--- config.mk ---
export PLATFORM = sky130hd
export DESIGN_NAME = clk_div_prog
export DESIGN_NICKNAME = d
export VERILOG_FILES = /design/src/rtl/clk_div_prog.sv
export SDC_FILE = /design/constraint.sdc
export NUM_CORES = 1
export LEC_CHECK = 0
export ABC_AREA = 1
export ABC_CLOCK_PERIOD_IN_PS = 8200
export CAP_MARGIN = 10
export CORE_ASPECT_RATIO = 1.5
export CORE_MARGIN = 3
export CORE_UTILIZATION = 35
export CTS_CLUSTER_DIAMETER = 100
export DETAILED_ROUTE_END_ITERATION = 10
export GPL_TIMING_DRIVEN = 0
export PLACE_DENSITY = 0.57
export REMOVE_ABC_BUFFERS = 1
export SLEW_MARGIN = 20
export SYNTH_ARGS = -nofsm -noshare
export SYNTH_HDL_FRONTEND = slang
export SYNTH_SLANG_ARGS = --single-unit
export TNS_END_PERCENT = 1
--- constraint.sdc ---
create_clock -name clk_100m -period 8.2 [get_ports clk_100m]
set_clock_uncertainty 0.15 [all_clocks]
set_input_delay 1.64 -clock clk_100m [delete_from_list [all_inputs] [get_ports clk_100m]]
set_output_delay 1.64 -clock clk_100m [all_outputs]
set_load 0.05 [all_outputs]
--- src/rtl/clk_div_prog.sv ---
// Programmable multi-channel clock divider: each channel emits a square wave and a
// start-of-period tick, with divisor changes deferred to the next period boundary.
`timescale 1ns/1ps

module clk_div_prog #(
    parameter int NCH     = 4,
    parameter int CW      = 20,
    parameter int DIV_RST = 1953
) (
    input  logic            clk_100m,
    input  logic            rst,
    input  logic [NCH-1:0]  en,
    input  logic            sync,
    input  logic            wr_en,
    input  logic [3:0]      wr_ch,
    input  logic [CW-1:0]   wr_div,
    output logic [NCH-1:0]  clk_out,
    output logic [NCH-1:0]  tick
);

    localparam logic [CW-1:0] DIV_INIT = CW'(DIV_RST);
    localparam logic [CW-1:0] DIV_MIN  = CW'(2);
    localparam logic [CW-1:0] ONE      = CW'(1);

    typedef enum logic {
        IDLE = 1'b0,
        RUN  = 1'b1
    } state_t;

    // Divisors below 2 cannot produce a high and a low phase, so they are clamped.
    logic [CW-1:0] wr_val;
    assign wr_val = (wr_div < DIV_MIN) ? DIV_MIN : wr_div;

    generate
        for (genvar gi = 0; gi < NCH; gi++) begin : g_ch
            state_t        state_reg, state_next;
            logic [CW-1:0] cnt_reg,  cnt_next;
            logic [CW-1:0] d_reg,    d_next;
            logic [CW-1:0] pend_reg, pend_next;
            logic [CW-1:0] cnt_inc;
            logic          clk_reg,  clk_next;
            logic          tick_reg, tick_next;
            logic          wr_hit;
            logic          at_end;

            // Out-of-range channel indices never match any channel, so they are dropped.
            assign wr_hit  = wr_en && (wr_ch == 4'(gi));
            assign at_end  = (cnt_reg >= d_reg - ONE);
            assign cnt_inc = at_end ? '0 : cnt_reg + ONE;

            always_comb begin
                pend_next  = wr_hit ? wr_val : pend_reg;
                state_next = state_reg;
                cnt_next   = cnt_reg;
                d_next     = d_reg;
                clk_next   = clk_reg;
                tick_next  = tick_reg;

                case (state_reg)
                    IDLE: begin
                        d_next    = pend_reg;
                        cnt_next  = '0;
                        clk_next  = 1'b0;
                        tick_next = 1'b0;
                        if (en[gi]) begin
                            state_next = RUN;
                            tick_next  = 1'b1;
                            clk_next   = 1'b1;
                        end
                    end
                    RUN: begin
                        if (!en[gi]) begin
                            state_next = IDLE;
                            cnt_next   = '0;
                            clk_next   = 1'b0;
                            tick_next  = 1'b0;
                        end else if (sync) begin
                            cnt_next  = '0;
                            tick_next = 1'b1;
                            clk_next  = 1'b1;
                            d_next    = pend_reg;
                        end else begin
                            // pend_reg is the pre-edge value, so a write on this edge waits a period.
                            cnt_next  = cnt_inc;
                            tick_next = (cnt_inc == '0);
                            clk_next  = (cnt_inc < (d_reg >> 1));
                            if (cnt_inc == '0) begin
                                d_next = pend_reg;
                            end
                        end
                    end
                    default: begin
                        state_next = IDLE;
                    end
                endcase
            end

            always_ff @(posedge clk_100m or posedge rst) begin
                if (rst) begin
                    state_reg <= IDLE;
                    cnt_reg   <= '0;
                    d_reg     <= DIV_INIT;
                    pend_reg  <= DIV_INIT;
                    clk_reg   <= 1'b0;
                    tick_reg  <= 1'b0;
                end else begin
                    state_reg <= state_next;
                    cnt_reg   <= cnt_next;
                    d_reg     <= d_next;
                    pend_reg  <= pend_next;
                    clk_reg   <= clk_next;
                    tick_reg  <= tick_next;
                end
            end

            assign clk_out[gi] = clk_reg;
            assign tick[gi]    = tick_reg;
        end
    endgenerate

endmodule

==> flow_summary.json <==
{
  "final-seq-area_um2": 6370,
  "p_int_uw": 2490,
  "clk_pin_slew_ps": 60,
  "ant_nets": 0,
  "rsz0062_at_grt": "no",
  "layout.nets": 2472,
  "p_comb_share_pct": 25.2,
  "clockBufferDepth": 3,
  "cp.required_ps": 8470,
  "cts_resized": 0,
  "io_pins": 40,
  "drv_cap": 0,
  "cts_tree": "yes",
  "end_kind": "flop",
  "die-area_um2": 50900,
  "criticalPathCategory": "flop to flop",
  "crit_top_cell": "nand2_1",
  "period_needed_ps": 6240,
  "std_cell_rows": 97,
  "slowest_stage": "nand2_1",
  "outcome": "finished, final reports clean",
  "async_reset_ff_share_pct": 100,
  "synth.area.top_cells": "dfrtp_1 30%, nand2_1 14%, ha_1 12%",
  "grt_max_degree": 99,
  "maxSlewHeadroom_pct": 32.8,
  "die_width_um": 185,
  "synth_top_area_cell": "dfrtp_1",
  "grt_pass1_vias": 14400,
  "p_per_area_nw_per_um2": 201,
  "insertion_delay_ps": 550,
  "grt_pass1_wl_mm": 71.0,
  "synth_cells": 2278,
  "leakage_uw": 0.00981,
  "dp_cells": 2851,
  "area_growth_pct": 9.94,
  "finalMaxSlewViolations": 0,
  "drt-initial-drc-count": 651,
  "numCtsBuffers": 25,
  "post_cts_buffers": 0,
  "hold_buffers": 0,
  "dp_hpwl_mm": 33.1,
  "final_layout_size_suffix_gt1_share_pct": 5.39,
  "yosysMostFrequentCell": "nand2_1",
  "syn_area_per_cell_um2": 7.40,
  "fillers": 4856,
  "cts_root_buf": "clkbuf_16",
  "die_y_um": 275,
  "yosysSeqAreaShare_pct": 37.8,
  "firstDrtPassIters": 6,
  "fin_util_pct": 39.3,
  "multi_input_area_um2": 8860,
  "numPortBuffers": 39,
  "routed_wl_mm": 42.7,
  "crit_family": "simple AND/OR/NAND/NOR gates",
  "synth_common_cells": "612 x nand2_1, 337 x inv_1, 246 x nor2_1, 204 x dfrtp_1, 165 x nand3_1",
  "pwr-share-clk_pct": 31.9,
  "holdPathStages": 2,
  "max-vdd-ir-drop_v": 0.000143,
  "cts_sinks": 252,
  "antenna_cells": 0,
  "hold_path_class": "flop to flop",
  "groute.usage.overall_pct": 17.0,
  "finalHoldViolations": 0,
  "viasPerCell": 4.90,
  "routedWlPerCell_um": 14.7,
  "cp-start-kind": "flop",
  "yosysWarnings": 0,
  "seq_power_share_pct": 42.9,
  "yosysUniqueCellTypes": 44,
  "p_switching_uw": 1240,
  "htreeDepth": 1,
  "syn_area_um2": 16900,
  "core_area_um2": 47200,
  "routabilityCongestion": 0.864,
  "cp_max_fo": 21,
  "finalCritPeriodShare_pct": 76.1,
  "drcViolationCount": 0,
  "synth_edf_count": 0,
  "fmax_mhz": 160,
  "synth_top_area_share_pct": 30.3,
  "rr_worst_depth": 27,
  "p_sw_share_pct": 33.2,
  "path_depth": 27,
  "antenna_found_initial": 0,
  "cp.arrival_ps": 6520,
  "via_count": 14200,
  "synth.ff_latch_count": 252,
  "setup_viol": 0,
  "synth_flop_cell": "dfrtp_1",
  "path_buf_inv": 2,
  "final_cells": 2896,
  "start_util_pct": 35.7,
  "overflow": 0,
  "slowest_delay_ps": 670,
  "worst_pin_slew_ps": 1010
}
==> stage by stage <==
stage,instance area [um^2],TNS [ps],setup slack [ps],hold slack [ps],power [uW]
4_1_cts,18500,0,1950,317,3780
2_1_floorplan,16500,-89530,-439,292,2290
3_3_place_gp,17600,-867040,-4030,307,2530
3_5_place_dp,17700,0,2020,308,2570
5_1_grt,18500,0,1240,340,4000
6_report,18500,0,1960,317,3720
==> routing by layer <==
metal  GRT usage [%]  part of all wire (%)  vias to the layer above
li1                -                     -                     7276
met1            19.1                    40                     6590
met2            32.6                    53                      225
met3            1.49                   2.6                      110
met4            6.92                   3.8                        0
met5               0                     0                        -
==> power by group through the flow <==
stage / logic, uW / registers [uW] / clock network (uW)
floorplan: 710 / 1580 / 0
global placement: 916 / 1610 / 0
detailed placement: 952 / 1620 / 0
CTS: 957 / 1600 / 1230
global route: 1100 / 1630 / 1270
finish: 937 / 1600 / 1190
==> cell usage in the layout, fill, tap and decap left out, drive strengths merged <==
cell / n
a211oi: 5
a21o: 13
a21oi: 60
a31o: 2
a31oi: 3
a41oi: 1
and2: 1
and2b: 2
and3: 1
buf: 2
bufinv: 3
clkbuf: 34
clkdlybuf4s50: 39
clkinv: 5
dfrtp: 204
dfstp: 48
ha: 156
inv: 345
nand2: 621
nand3: 166
nand3b: 6
nand4: 48
nor2: 249
nor3: 69
nor3b: 3
nor4: 11
o211ai: 2
o21ai: 96
o21bai: 6
o22ai: 1
o311ai: 1
or2: 2
xnor2: 9
xor2: 88
==> final timing paths <==
kind / startpoint / endpoint / slack (ps)
setup / recovery: g_ch[1].d_reg[1]$_DFFE_PP0P_ / g_ch[1].d_reg[18]$_DFFE_PP0P_ / 1960
hold / removal: g_ch[1].d_reg[0]$_DFFE_PP1P_ / g_ch[1].d_reg[0]$_DFFE_PP1P_ / 320
setup reg to reg: g_ch[1].d_reg[1]$_DFFE_PP0P_ / g_ch[1].d_reg[18]$_DFFE_PP0P_ / 1960
hold reg to reg: g_ch[1].d_reg[0]$_DFFE_PP1P_ / g_ch[1].d_reg[0]$_DFFE_PP1P_ / 320
max in group asynchronous: rst / g_ch[3].d_reg[9]$_DFFE_PP1P_ / 5180
min in group asynchronous: rst / g_ch[2].cnt_reg[1]$_DFF_PP0_ / 1370
==> worst min-delay path: cells and delay by family, from the launching register on <==
kind | cells | cell delay (ps)
simple gates | 2 | 100
flops | 1 | 370
==> layout make-up <==
type                    count  area share, %
clock buffers              34           3.72
inverters                 342           6.97
well taps                 594           4.01
flip-flops and latches    252           34.4
repair buffers             41           2.40
multi-input cells        1622           47.8
clock inverters            11          0.743
==> cells by family after synthesis <==
kind of cell	count (synthesis)	synth area share, %
and+or+nand+nor	1179	29.7
buffers and inverters	404	9.68
DFF	252	37.8
AOI/OAI and AO/OA	190	6.22
adders and majority gates	156	11.6
xor gates and xnor gates	97	5.04
No activity file was read; power rests on OpenSTA's default activity.
